[src/rtl/gpio_pad_bank_if.sv]
// gpio_pad_bank_if: picosoc iomem bus bundle.
// Core side is master, peripheral side is slave.
interface gpio_pad_bank_if;
   logic        iomem_valid;
   logic        iomem_ready;
   logic [3:0]  iomem_wstrb;
   logic [31:0] iomem_addr;
   logic [31:0] iomem_wdata;
   logic [31:0] iomem_rdata;

   modport master (
      output iomem_valid,
      output iomem_wstrb,
      output iomem_addr,
      output iomem_wdata,
      input  iomem_ready,
      input  iomem_rdata
   );

   modport slave (
      input  iomem_valid,
      input  iomem_wstrb,
      input  iomem_addr,
      input  iomem_wdata,
      output iomem_ready,
      output iomem_rdata
   );
endinterface

[src/rtl/gpio_pad_bank.sv]
// gpio_pad_bank: per-pin direction, output, synchronised and
// debounced input with edge interrupts, on the picosoc iomem bus.
module gpio_pad_bank #(
   parameter int unsigned NPINS       = 8,
   parameter int unsigned SYNC_STAGES = 2,
   parameter logic [31:0] BASE_ADDR   = 32'h0300_0000,
   parameter int unsigned DBW         = 8
) (
   input  logic             clk,
   input  logic             reset,
   gpio_pad_bank_if.slave   bus,
   input  logic [NPINS-1:0] pad_di,
   output logic [NPINS-1:0] pad_do,
   output logic [NPINS-1:0] pad_oe,
   output logic             irq
);

   localparam logic [7:0] OFF_OUT   = 8'h00;
   localparam logic [7:0] OFF_DIR   = 8'h04;
   localparam logic [7:0] OFF_IN    = 8'h08;
   localparam logic [7:0] OFF_IEN   = 8'h0C;
   localparam logic [7:0] OFF_ISTAT = 8'h10;
   localparam logic [7:0] OFF_IPOL  = 8'h14;
   localparam logic [7:0] OFF_DBNC  = 8'h18;

   logic [NPINS-1:0] out_q, out_d;
   logic [NPINS-1:0] dir_q, dir_d;
   logic [NPINS-1:0] ien_q, ien_d;
   logic [NPINS-1:0] ipol_q, ipol_d;
   logic [NPINS-1:0] istat_q, istat_d;
   logic [DBW-1:0]   dbnc_q, dbnc_d;

   logic             ready_q, ready_d;
   logic [31:0]      rdata_q, rdata_d;
   logic             irq_q, irq_d;

   logic [SYNC_STAGES-1:0][NPINS-1:0] sync_q, sync_d;
   logic [NPINS-1:0]                  filt_q, filt_d;
   logic [NPINS-1:0]                  fprev_q;
   logic [NPINS-1:0][DBW-1:0]         cnt_q, cnt_d;

   logic             hit;
   logic             wr;
   logic [7:0]       off;
   logic [31:0]      bmask;
   logic [31:0]      rd_val;
   logic             sel_out, sel_dir, sel_in, sel_ien;
   logic             sel_istat, sel_ipol, sel_dbnc;
   logic [31:0]      out_m, dir_m, ien_m, ipol_m, dbnc_m, clr_m;
   logic [NPINS-1:0] clr;
   logic [NPINS-1:0] edge_set;
   logic [NPINS-1:0] src;
   logic [NPINS-1:0] s;
   logic [DBW-1:0]   dbnc_lim;
   logic             dbnc_wr;
   logic             unused_ok;

   // Bus decode: a hit is acknowledged on the following cycle only.
   assign hit     = bus.iomem_valid &&
                    (bus.iomem_addr[31:8] == BASE_ADDR[31:8]);
   assign ready_d = hit && !ready_q;
   assign wr      = ready_d && (bus.iomem_wstrb != 4'b0000);
   assign off     = bus.iomem_addr[7:0];

   assign bmask = {{8{bus.iomem_wstrb[3]}},
                   {8{bus.iomem_wstrb[2]}},
                   {8{bus.iomem_wstrb[1]}},
                   {8{bus.iomem_wstrb[0]}}};

   assign sel_out   = (off == OFF_OUT);
   assign sel_dir   = (off == OFF_DIR);
   assign sel_in    = (off == OFF_IN);
   assign sel_ien   = (off == OFF_IEN);
   assign sel_istat = (off == OFF_ISTAT);
   assign sel_ipol  = (off == OFF_IPOL);
   assign sel_dbnc  = (off == OFF_DBNC);

   // Byte-strobed merge of write data into each register.
   assign out_m  = (32'(out_q)  & ~bmask) | (bus.iomem_wdata & bmask);
   assign dir_m  = (32'(dir_q)  & ~bmask) | (bus.iomem_wdata & bmask);
   assign ien_m  = (32'(ien_q)  & ~bmask) | (bus.iomem_wdata & bmask);
   assign ipol_m = (32'(ipol_q) & ~bmask) | (bus.iomem_wdata & bmask);
   assign dbnc_m = (32'(dbnc_q) & ~bmask) | (bus.iomem_wdata & bmask);
   assign clr_m  = bus.iomem_wdata & bmask;

   // Bits above NPINS/DBW are dropped on purpose.
   assign unused_ok = ^{out_m, dir_m, ien_m, ipol_m, dbnc_m, clr_m};

   assign dbnc_wr = wr && sel_dbnc;
   assign clr     = (wr && sel_istat) ? clr_m[NPINS-1:0] : '0;

   // Output pins loop back so driven pins read their own level.
   assign src = (dir_q & out_q) | (~dir_q & pad_di);
   assign s   = sync_q[SYNC_STAGES-1];

   assign edge_set = (filt_q & ~fprev_q & ipol_q) |
                     (~filt_q & fprev_q & ~ipol_q);

   assign dbnc_lim = dbnc_q - DBW'(1);

   // Read mux: unmapped offsets and unused bits read zero.
   always_comb begin
      rd_val = '0;
      unique case (1'b1)
         sel_out:   rd_val = 32'(out_q);
         sel_dir:   rd_val = 32'(dir_q);
         sel_in:    rd_val = 32'(filt_q);
         sel_ien:   rd_val = 32'(ien_q);
         sel_istat: rd_val = 32'(istat_q);
         sel_ipol:  rd_val = 32'(ipol_q);
         sel_dbnc:  rd_val = 32'(dbnc_q);
         default:   rd_val = '0;
      endcase
   end

   // Register file next state; edge set beats a same-cycle clear.
   always_comb begin
      out_d   = out_q;
      dir_d   = dir_q;
      ien_d   = ien_q;
      ipol_d  = ipol_q;
      dbnc_d  = dbnc_q;
      if (wr) begin
         unique case (1'b1)
            sel_out:  out_d  = out_m[NPINS-1:0];
            sel_dir:  dir_d  = dir_m[NPINS-1:0];
            sel_ien:  ien_d  = ien_m[NPINS-1:0];
            sel_ipol: ipol_d = ipol_m[NPINS-1:0];
            sel_dbnc: dbnc_d = dbnc_m[DBW-1:0];
            default:  ;
         endcase
      end
      istat_d = (istat_q & ~clr) | edge_set;
      irq_d   = |(istat_q & ien_q);
      rdata_d = ready_d ? rd_val : 32'h0;
   end

   // Synchroniser shift and per-pin debounce filter.
   always_comb begin
      sync_d = {sync_q[SYNC_STAGES-2:0], src};
      filt_d = filt_q;
      cnt_d  = '0;
      for (int i = 0; i < NPINS; i++) begin
         if (dbnc_q == '0) begin
            filt_d[i] = s[i];
         end else if (s[i] != filt_q[i]) begin
            if (cnt_q[i] >= dbnc_lim) begin
               filt_d[i] = s[i];
            end else begin
               cnt_d[i] = cnt_q[i] + DBW'(1);
            end
         end
      end
      if (dbnc_wr) begin
         cnt_d = '0;
      end
   end

   // State registers with synchronous reset.
   always_ff @(posedge clk) begin
      if (reset) begin
         out_q   <= '0;
         dir_q   <= '0;
         ien_q   <= '0;
         ipol_q  <= '0;
         istat_q <= '0;
         dbnc_q  <= '0;
         ready_q <= 1'b0;
         rdata_q <= '0;
         irq_q   <= 1'b0;
         sync_q  <= '0;
         filt_q  <= '0;
         fprev_q <= '0;
         cnt_q   <= '0;
      end else begin
         out_q   <= out_d;
         dir_q   <= dir_d;
         ien_q   <= ien_d;
         ipol_q  <= ipol_d;
         istat_q <= istat_d;
         dbnc_q  <= dbnc_d;
         ready_q <= ready_d;
         rdata_q <= rdata_d;
         irq_q   <= irq_d;
         sync_q  <= sync_d;
         filt_q  <= filt_d;
         fprev_q <= filt_q;
         cnt_q   <= cnt_d;
      end
   end

   assign pad_do          = out_q;
   assign pad_oe          = dir_q;
   assign irq             = irq_q;
   assign bus.iomem_ready = ready_q;
   assign bus.iomem_rdata = rdata_q;

endmodule

[src/flat_wrapper.sv]
// flat-port wrapper written by rule: the top's interface ports become plain ports
module gpio_pad_bank_flat 
#(
   parameter int unsigned NPINS       = 8,
   parameter int unsigned SYNC_STAGES = 2,
   parameter logic [31:0] BASE_ADDR   = 32'h0300_0000,
   parameter int unsigned DBW         = 8
)
  (clk, reset, pad_di, pad_do, pad_oe, irq, bus_iomem_valid, bus_iomem_wstrb, bus_iomem_addr, bus_iomem_wdata, bus_iomem_ready, bus_iomem_rdata);
  gpio_pad_bank_if bus_i ();
  input  logic clk;
  input  logic reset;
  input  logic [NPINS-1:0] pad_di;
  output logic [NPINS-1:0] pad_do;
  output logic [NPINS-1:0] pad_oe;
  output logic irq;
  input wire logic [$bits(bus_i.iomem_valid)-1:0] bus_iomem_valid;
  input wire logic [$bits(bus_i.iomem_wstrb)-1:0] bus_iomem_wstrb;
  input wire logic [$bits(bus_i.iomem_addr)-1:0] bus_iomem_addr;
  input wire logic [$bits(bus_i.iomem_wdata)-1:0] bus_iomem_wdata;
  output wire logic [$bits(bus_i.iomem_ready)-1:0] bus_iomem_ready;
  output wire logic [$bits(bus_i.iomem_rdata)-1:0] bus_iomem_rdata;
  assign bus_i.iomem_valid = bus_iomem_valid;
  assign bus_i.iomem_wstrb = bus_iomem_wstrb;
  assign bus_i.iomem_addr = bus_iomem_addr;
  assign bus_i.iomem_wdata = bus_iomem_wdata;
  assign bus_iomem_ready = bus_i.iomem_ready;
  assign bus_iomem_rdata = bus_i.iomem_rdata;
  gpio_pad_bank #(.NPINS(NPINS), .SYNC_STAGES(SYNC_STAGES), .BASE_ADDR(BASE_ADDR), .DBW(DBW)) u_core (.clk(clk), .reset(reset), .bus(bus_i), .pad_di(pad_di), .pad_do(pad_do), .pad_oe(pad_oe), .irq(irq));
endmodule
[config.mk]
export PLATFORM = sky130hd
export DESIGN_NAME = gpio_pad_bank_flat
export DESIGN_NICKNAME = d
export VERILOG_FILES = /design/src/rtl/gpio_pad_bank_if.sv /design/src/rtl/gpio_pad_bank.sv /design/src/flat_wrapper.sv
export SDC_FILE = /design/constraint.sdc
export NUM_CORES = 1
export LEC_CHECK = 0
export ABC_AREA = 1
export ABC_CLOCK_PERIOD_IN_PS = 2550
export CORE_ASPECT_RATIO = 0.75
export CORE_UTILIZATION = 49
export CTS_CLUSTER_DIAMETER = 120
export DETAILED_ROUTE_END_ITERATION = 16
export GPL_ROUTABILITY_DRIVEN = 0
export PLACE_DENSITY = 0.72
export SLEW_MARGIN = 20
export SYNTH_ARGS = -nofsm -noshare
export SYNTH_HDL_FRONTEND = slang
export SYNTH_SLANG_ARGS = --single-unit
[constraint.sdc]
create_clock -name clk -period 2.55 [get_ports clk]
set_input_delay 0.255 -clock clk [delete_from_list [all_inputs] [get_ports clk]]
set_output_delay 0.255 -clock clk [all_outputs]
set_load 0.01 [all_outputs]
# After elaboration in Yosys (flattened, before gate mapping)
# Cells that the tools add are included.
[word_totals]
ff_bits = 178
wordCells = 171
output_inout_bits = 50
in_bits = 79
[op_classes]
add_sub_neg = 9
muxes = 26
n_reduce_logical = 48
eq_ne = 15
bitwise_logic = 37
n_lt_le_gt_ge = 8
[ops]
columns = ["operator", "count"]
rows = [
  ["$and 8x8->8", 14],
  ["$add 8x1->8 const B", 8],
  ["$ge 8x8->1", 8],
  ["$or 8x8->8", 8],
  ["$pmux 8 s7", 1],
  ["$not 8->8", 6],
  ["$reduce_or 5->1", 8],
  ["$reduce_bool 2->1", 16],
  ["$reduce_and 2->1", 13],
  ["$eq 24x18->1 const B", 1],
  ["$eq 8x5->1 const B", 3],
  ["$mux 1", 24],
  ["$eq 8x4->1 const B", 2],
  ["$logic_not 8->1", 2],
  ["$not 1->1", 9],
  ["$eq 8x3->1 const B", 1],
  ["$mux 8", 1],
  ["$ne 1x1->1", 8],
  ["$reduce_or 8->1", 1],
  ["$sub 8x1->8 const B", 1],
  ["$logic_and 1x1->1", 5],
  ["$reduce_bool 4->1", 1],
  ["$reduce_or 2->1", 1],
  ["$logic_not 1->1", 1],
]

# Logic depth before layout (Yosys ltp)
# Gate-level depths: netlist of run 1.
[depth]
ltp_word = 9
ltp_mapped = 17
mapped_depth_nobuf = 17

# Worst setup path after synthesis of run 1
# No wires, ideal clock.
[synth_timing]
path_kind = "register to register"
start = "reg (tool-made name)"
end = "reg u_core.cnt_q[0] in the netlist's numbering"
path_buffers = 0
t_required_ns = 2.484
setup_slack_ns = 0.342
arrival_time_ns = 2.142
path_stages_with_launch = 13
path_cell_list = "dfxtp_1 -> inv_1 -> ha_1 -> nand3_2 -> xor2_1 -> ha_1 -> nand2_1 -> inv_1 -> nand2_1 -> nand2_1 -> nand2_2 -> nand4_4 -> nor2_2"
[synth_lines]
columns = ["item", "line", "source"]
rows = [
  ["end signal: assignment", "gpio_pad_bank.sv:188", "cnt_q <= cnt_d;"],
  ["end: declaration", "gpio_pad_bank.sv:40", "logic [NPINS-1:0][DBW-1:0] cnt_q, cnt_d;"],
]

==> results of run 1 <==
[logic make-up (layout without fill, tap and decap cells)]
family / Yosys count / in the layout / synth area share (%)
xor gates and xnor gates: 55 / 55 / 5.723
AOI/OAI and AO/OA: 145 / 145 / 9.529
and+or+nand+nor: 484 / 484 / 28.07
buffers and inverters: 224 / 310 / 11.54
adders and majority gates: 57 / 57 / 8.473
other: 1 / 24 / 0.04455
DFF: 154 / 154 / 36.63
[power groups by stage]
| stage | sequential, mW | combinational, mW | clock [mW] |
|---|---|---|---|
| 4_1_cts | 2.44 | 0.218 | 2.59 |
| 3_3_place_gp | 2.49 | 0.214 | 0 |
| 2_1_floorplan | 2.49 | 0.126 | 0 |
| 5_1_grt | 2.44 | 0.239 | 2.68 |
| 3_5_place_dp | 2.49 | 0.216 | 0 |
| 6_report | 2.44 | 0.218 | 2.56 |
[layout make-up]
cell class              count  area, um2  share of cell area [%]
repair buffers             94      905.9                   9.040
clock buffers              20      466.7                   4.657
inverters                 184      693.2                   6.917
clock inverters            12      138.9                   1.386
flip-flops and latches    154       3083                   30.77
multi-input cells         765       4464                   44.55
well taps                 215      269.0                   2.684
[worst max path at each step]
| stage | startpoint | endpoint | slack, ns | depth (start not counted) |
|---|---|---|---|---|
| 4_1_cts | flop | u_core.filt_q[4]$_SDFFE_PP0P_ | 0.25 | 13 |
| 3_5_place_dp | flop | u_core.cnt_q[3]$_SDFF_PP0_ | -0.01 | 11 |
| 5_1_grt | flop | u_core.cnt_q[5]$_SDFF_PP0_ | 0.03 | 9 |
| 3_3_place_gp | flop | u_core.cnt_q[3]$_SDFF_PP0_ | 0.04 | 11 |
| 6_report | flop | u_core.filt_q[4]$_SDFFE_PP0P_ | 0.26 | 13 |
| 2_1_floorplan | flop | u_core.cnt_q[0]$_SDFF_PP0_ | 0.34 | 12 |
[per-stage QoR]
step                setup slack, ns  utilization (%)  instance area [um2]  total power [mW]
floorplan                    0.3418                -                 8503             2.614
global placement            0.04286            55.87                 9400             2.706
detailed placement         -0.01255            55.87                 9400             2.709
CTS                          0.2460            59.56                10020             5.244
global route                0.02804            59.56                10020             5.363
finish                       0.2577            59.56                10020             5.215
[worst max-delay path: stages, from the launching register on]
cell	delay, ns
dfxtp_1	0.36
nor2_2	0.18
nand3_1	0.13
xor2_2	0.52
ha_1	0.36
nand2_1	0.07
inv_1	0.04
nand2_1	0.05
nand2_1	0.06
nand2_2	0.10
nand3_1	0.08
nand2_1	0.10
inv_1	0.05
nor2_1	0.11
[cells in the mapped netlist (all sizes together), types with 18 or more instances]
cell   instances
nor3          20
a21oi         57
inv          184
o21ai         59
nand2        212
dfxtp        154
nand3         71
xor2          44
buf           33
o22ai         18
ha            57
nand4         22
nor2         154
[layer usage]
layer	GRT usage, %	vias to the layer above
li1	-	3728
met1	31.45	3270
met4	7.400	0
met2	37.08	199
met3	3.852	27
met5	0	-
[cells in the final DEF (no fill, tap or decap), types with 8 or more instances in the layout]
cell	synthesis	layout
nand2_2	16	16
conb_1	1	24
nand3_1	67	67
dfxtp_1	154	154
o22ai_1	18	18
nand4_1	12	12
clkdlybuf4s50_1	0	80
nor3_1	16	16
a211oi_1	8	8
inv_1	182	182
nand4_4	9	9
xnor2_1	11	11
xor2_1	44	42
nand2_1	194	194
o21ai_0	53	53
nor2_2	19	19
clkbuf_16	0	17
ha_1	57	57
a21oi_1	56	56
buf_4	27	14
nor2_1	129	129
==> run summary, run 1 <==
die height -> 115.5 um
met3 WL -> 1354 um
EDFF count, synth -> 0
Post-CTS Setup Bufs -> 0
Max IR drop VDD -> 470.4 uV
Fmax achieved -> 0.4362 GHz
path depth of the worst reg2reg path -> 13
Sw Share -> 22.24%
final hold vios -> 0
port buffer count -> 80
FP Rows -> 41
CP required -> 2.90 ns
run status -> completed
worst slew pin tran -> 0.6710 ns
wire per inst -> 13.39 um
vias per cell -> 5.003
Initial Utilization -> 50.02%
Psw -> 1.160 mW
Routed Antenna Nets -> 0
vias in the first global route -> 6766
Crit Path Max Fanout -> 8
clk_lat worst skew -> 0.42 ns
initial antenna violation count -> 0
Final Critical Period -> 2.292 ns
TritonCTS Buffers -> 17
H-tree Lvls -> 4
layout net count -> 1352
Critical Path Sink Type -> flop
Yosys reg bits -> 154
DRC Markers -> 0
static leakage -> 4.309 nW
Post-Syn Area -> 0.008417 mm2
synth warn -> 0
Clock Power Share -> 49.1%
worst hold stages -> 2
worst r2r dst -> u_core.filt_q[4]$_SDFFE_PP0P_
CP Launch Type -> flop
DR top layer -> met4
Met2 Wirelength -> 8457 um
Worst Skew -> 0.01011 ns
total clock sinks -> 154
Hold Crit Class -> flop to flop
vias -> 7224
Internal -> 4.055 mW
GR Overflow Total -> 0
max_cap viols -> 0
core area -> 0.01683 mm2
dpl hpwl -> 14690 um
CTS root buf -> clkbuf_16
Inserted Diodes -> 0
post-synthesis sequential area ratio -> 36.63%
synth-to-layout area growth -> 19.06%
fill count -> 1520
WL final -> 19340 um
library cells used by synthesis -> 42
WS Path Type -> flop to flop
total placed cells including tap cells -> 1412
largest net degree at the start of global routing -> 37
Final period util -> 89.89%
die area -> 0.01771 mm2
first-pass GRT wire length -> 32280 um
Reg clk slew, reported paths -> 0.06 ns
Iteration-0 DRC Markers -> 434
CTS tree -> done
Mapped Cells -> 1120
predominant post-synthesis flop cell -> dfxtp_1
I/O pin count -> 129
Slew headroom -> 55.23%
hold_sp -> u_core.sync_d[14]$_SDFF_PP0_
Clock Path Buffers -> 2
cell taking the most area after synthesis -> dfxtp_1
share of cells above drive strength 1 -> 9.439%
FF-to-FF setup slack -> 0.26 ns
asr flop ratio synth -> 0%
setup violators final -> 0
Overall Global Routing Usage -> 22.93%
largest cells by area after synthesis -> dfxtp_1 (37%), nand2_1 (8.7%), ha_1 (8.5%), inv_1 (8.1%), nor2_1 (5.8%)
Worst Path Arrival -> 2.64 ns
met1 wire length -> 9232 um
DRT Pass-1 Iters -> 7
Reg power frac -> 46.8%
Yosys top cell area share -> 36.63%
CTS Hold Buffers Added -> 0
final cell count without fillers -> 1444
hold slack -> 0.4123 ns
Mean Syn Cell Area -> 7.515 um2
Setup TNS Final -> 0 ns
hold endpoint -> u_core.s[6]$_SDFF_PP0_
combinational power share -> 4.2%
Max Slew Vio Count -> 0
DIE WIDTH -> 153.3 um
pwr dens -> 520.4 mW/mm2
RSZ-0062 raised after global routing -> false
PostCTS Resize Cnt -> 2
Power figures use the tool's default switching activity.
==> inputs of run 2 (changes only) <==
--- a/config.mk
+++ b/config.mk
@@ -6,8 +6,6 @@
 export NUM_CORES = 1
 export LEC_CHECK = 0
 export ABC_AREA = 1
-export ABC_CLOCK_PERIOD_IN_PS = 2550
-export CORE_ASPECT_RATIO = 0.75
 export CORE_UTILIZATION = 49
 export CTS_CLUSTER_DIAMETER = 120
 export DETAILED_ROUTE_END_ITERATION = 16
==> run 2 against run 1 <==
  * Sequential power about the same
  * Final area unchanged
  * Flip-flop and latch count unchanged
  * Combinational power down 4%
  * Clock power down 3%
  * First-iteration DRC count down 15%
  * Power down 1.4%
  * Clock skew down 0.0014 ns
  * Register-to-register slack worse by 0.03 ns
  * Largest power group unchanged
  * Highest routed layer unchanged
==> run summary, run 2 (same netlist as run 1, synthesis figures left out) <==
Hold Crit Class -> flop to flop (unchanged)
CP required -> 2.91 ns (was 2.90 ns)
setup violators final -> 0 (unchanged)
final hold vios -> 0 (unchanged)
total clock sinks -> 154 (unchanged)
commonest non-fill, non-tap cell in the layout -> nand2_1 (unchanged)
GR Overflow Total -> 0 (unchanged)
clk_lat worst skew -> 0.42 ns (about the same)
Clock Path Buffers -> 2 (unchanged)
CTS tree -> done (unchanged)
dpl hpwl -> 14070 um (was 14690 um)
Worst Path Arrival -> 2.68 ns (was 2.64 ns)
Final period util -> 91.01% (was 89.89%)
Initial Utilization -> 50.40% (was 50.02%)
Fmax achieved -> 0.4309 GHz (was 0.4362 GHz)
Slew headroom -> 56.51% (was 55.23%)
fill count -> 1485 (was 1520)
core area -> 0.01670 mm2 (was 0.01683 mm2)
static leakage -> 4.318 nW (was 4.309 nW)
H-tree Lvls -> 4 (unchanged)
Overall Global Routing Usage -> 22.27% (was 22.93%)
largest net degree at the start of global routing -> 49 (was 37)
CTS root buf -> clkbuf_16 (unchanged)
Max IR drop VDD -> 509.0 uV (was 470.4 uV)
RSZ-0062 raised after global routing -> false (unchanged)
FF-to-FF setup slack -> 0.23 ns (was 0.26 ns)
Critical Path Sink Type -> flop (unchanged)
FP Rows -> 47 (was 41)
crit path to -> u_core.cnt_q[30]$_SDFF_PP0_ (was u_core.filt_q[4]$_SDFFE_PP0P_)
CP Launch Type -> flop (unchanged)
Final Critical Period -> 2.321 ns (was 2.292 ns)
Crit Path Max Fanout -> 8 (unchanged)
wire per inst -> 13.09 um (was 13.39 um)
Inserted Diodes -> 0 (unchanged)
layout net count -> 1356 (was 1352)
port buffer count -> 80 (unchanged)
synth-to-layout area growth -> 19.06% (unchanged)
vias in the first global route -> 6605 (was 6766)
Reg clk slew, reported paths -> 0.06 ns (about the same)
initial antenna violation count -> 0 (unchanged)
run status -> completed (unchanged)
DRC Markers -> 0 (unchanged)
WL final -> 18990 um (was 19340 um)
Max Slew Vio Count -> 0 (unchanged)
Final Power -> 5.143 mW (was 5.215 mW)
CTS Hold Buffers Added -> 0 (unchanged)
Worst Skew -> 0.008673 ns (was 0.01011 ns)
DIE WIDTH -> 133.1 um (was 153.3 um)
Post-DP Area -> 0.009437 mm2 (was 0.009400 mm2)
DRT Pass-1 Iters -> 5 (was 7)
die height -> 133.1 um (was 115.5 um)
TritonCTS Buffers -> 17 (unchanged)
Iteration-0 DRC Markers -> 370 (was 434)
pwr dens -> 513.2 mW/mm2 (was 520.4 mW/mm2)
I/O pin count -> 129 (unchanged)
WS Path Type -> flop to flop (unchanged)
share of cells above drive strength 1 -> 9.261% (was 9.439%)
worst slew pin tran -> 0.6518 ns (was 0.6710 ns)
first-pass GRT wire length -> 31520 um (was 32280 um)
final instance area -> 0.01002 mm2 (unchanged)
Routed Antenna Nets -> 0 (unchanged)
path depth of the worst reg2reg path -> 14 (was 13)
vias -> 7096 (was 7224)
worst r2r dst -> u_core.cnt_q[30]$_SDFF_PP0_ (was u_core.filt_q[4]$_SDFFE_PP0P_)
die area -> 0.01771 mm2 (about the same)
max_cap viols -> 0 (unchanged)
commonest cells after routing, fill and taps aside -> nand2_1 (194), inv_1 (182), dfxtp_1 (154), nor2_1 (129), clkdlybuf4s50_1 (80) (unchanged)
vias per cell -> 4.890 (was 5.003)
## run 2: cell types whose count changed in the layout (fill, tap and decap cells not counted)
cell / before / now
clkbuf_1: 0 / 4
clkinv_4: 3 / 0
clkinv_2: 1 / 4
inv_6: 2 / 0
bufinv_16: 2 / 3
buf_4: 14 / 17
clkbuf_8: 3 / 0
buf_6: 0 / 1
clkinvlp_4: 4 / 2
## run 2: timing repair
| item | in CTS | in global routing |
|---|---|---|
| endpoints found under the setup margin | 32 | 14 |
| setup buffers | 0 | 0 |
| resized for setup | 2 | 1 |
## run 2: per-stage QoR
stage          TNS (ns)  cells  setup WS (ns)  utilization (%)  hold slack [ns]
4_1_cts               0   1451         0.1648            59.98           0.4034
5_1_grt               0   1451        0.02016            60.00           0.4309
3_5_place_dp   -0.02201   1421      -0.008495            56.50           0.3958
3_3_place_gp          0   1421        0.02409            56.50           0.3946
2_1_floorplan         0   1143         0.3418                -           0.3883
6_report              0   1451         0.2293            60.00           0.4039
## run 2: per-layer routing
layer  share of wire (%)  track usage, %  up-vias
li1                    -               -     3728
met1                  48           29.42     3150
met2                  46           36.50      185
met3                 4.4           3.602       33
met4                 2.1           8.238        0
met5                   0               0        -
## run 2: critical path: stages (launching register included)
cell	delay [ns]
dfxtp_1	0.29
inv_1	0.15
buf_6	0.20
ha_1	0.25
nand3_2	0.11
xor2_1	0.15
buf_4	0.23
ha_1	0.25
nand2_1	0.06
inv_1	0.04
nand2_1	0.05
nand2_1	0.08
nand2_2	0.11
nand4_4	0.16
nor2_1	0.13
## run 2: power by group
group          leakage [nW]  internal (mW)  switching (mW)
combinational          2.80          0.100           0.109
clock                 0.273           1.52           0.973
sequential             1.24           2.43          0.0145
## run 2: area by class of cell
class / instances / area [um2] / area share, %
tap: 220 / 275.3 / 2.747
timing repair buffer: 98 / 939.7 / 9.377
multi-input combinational: 765 / 4464 / 44.55
clock inverter: 9 / 125.1 / 1.249
clock buffer: 21 / 440.4 / 4.395
inverter: 184 / 693.2 / 6.917
sequential: 154 / 3083 / 30.77
## run 2: worst min-delay path by stage
stage	start	to	slack, ns	cells after the start
floorplan	u_core.sync_d[8]$_SDFF_PP0_	u_core.s[0]$_SDFF_PP0_	0.39	2
finish	u_core.sync_d[15]$_SDFF_PP0_	u_core.s[7]$_SDFF_PP0_	0.40	2
CTS	u_core.sync_d[15]$_SDFF_PP0_	u_core.s[7]$_SDFF_PP0_	0.40	2
detailed placement	u_core.sync_d[15]$_SDFF_PP0_	u_core.s[7]$_SDFF_PP0_	0.40	2
global placement	u_core.sync_d[15]$_SDFF_PP0_	u_core.s[7]$_SDFF_PP0_	0.39	2
global route	u_core.sync_d[9]$_SDFF_PP0_	u_core.s[1]$_SDFF_PP0_	0.43	2
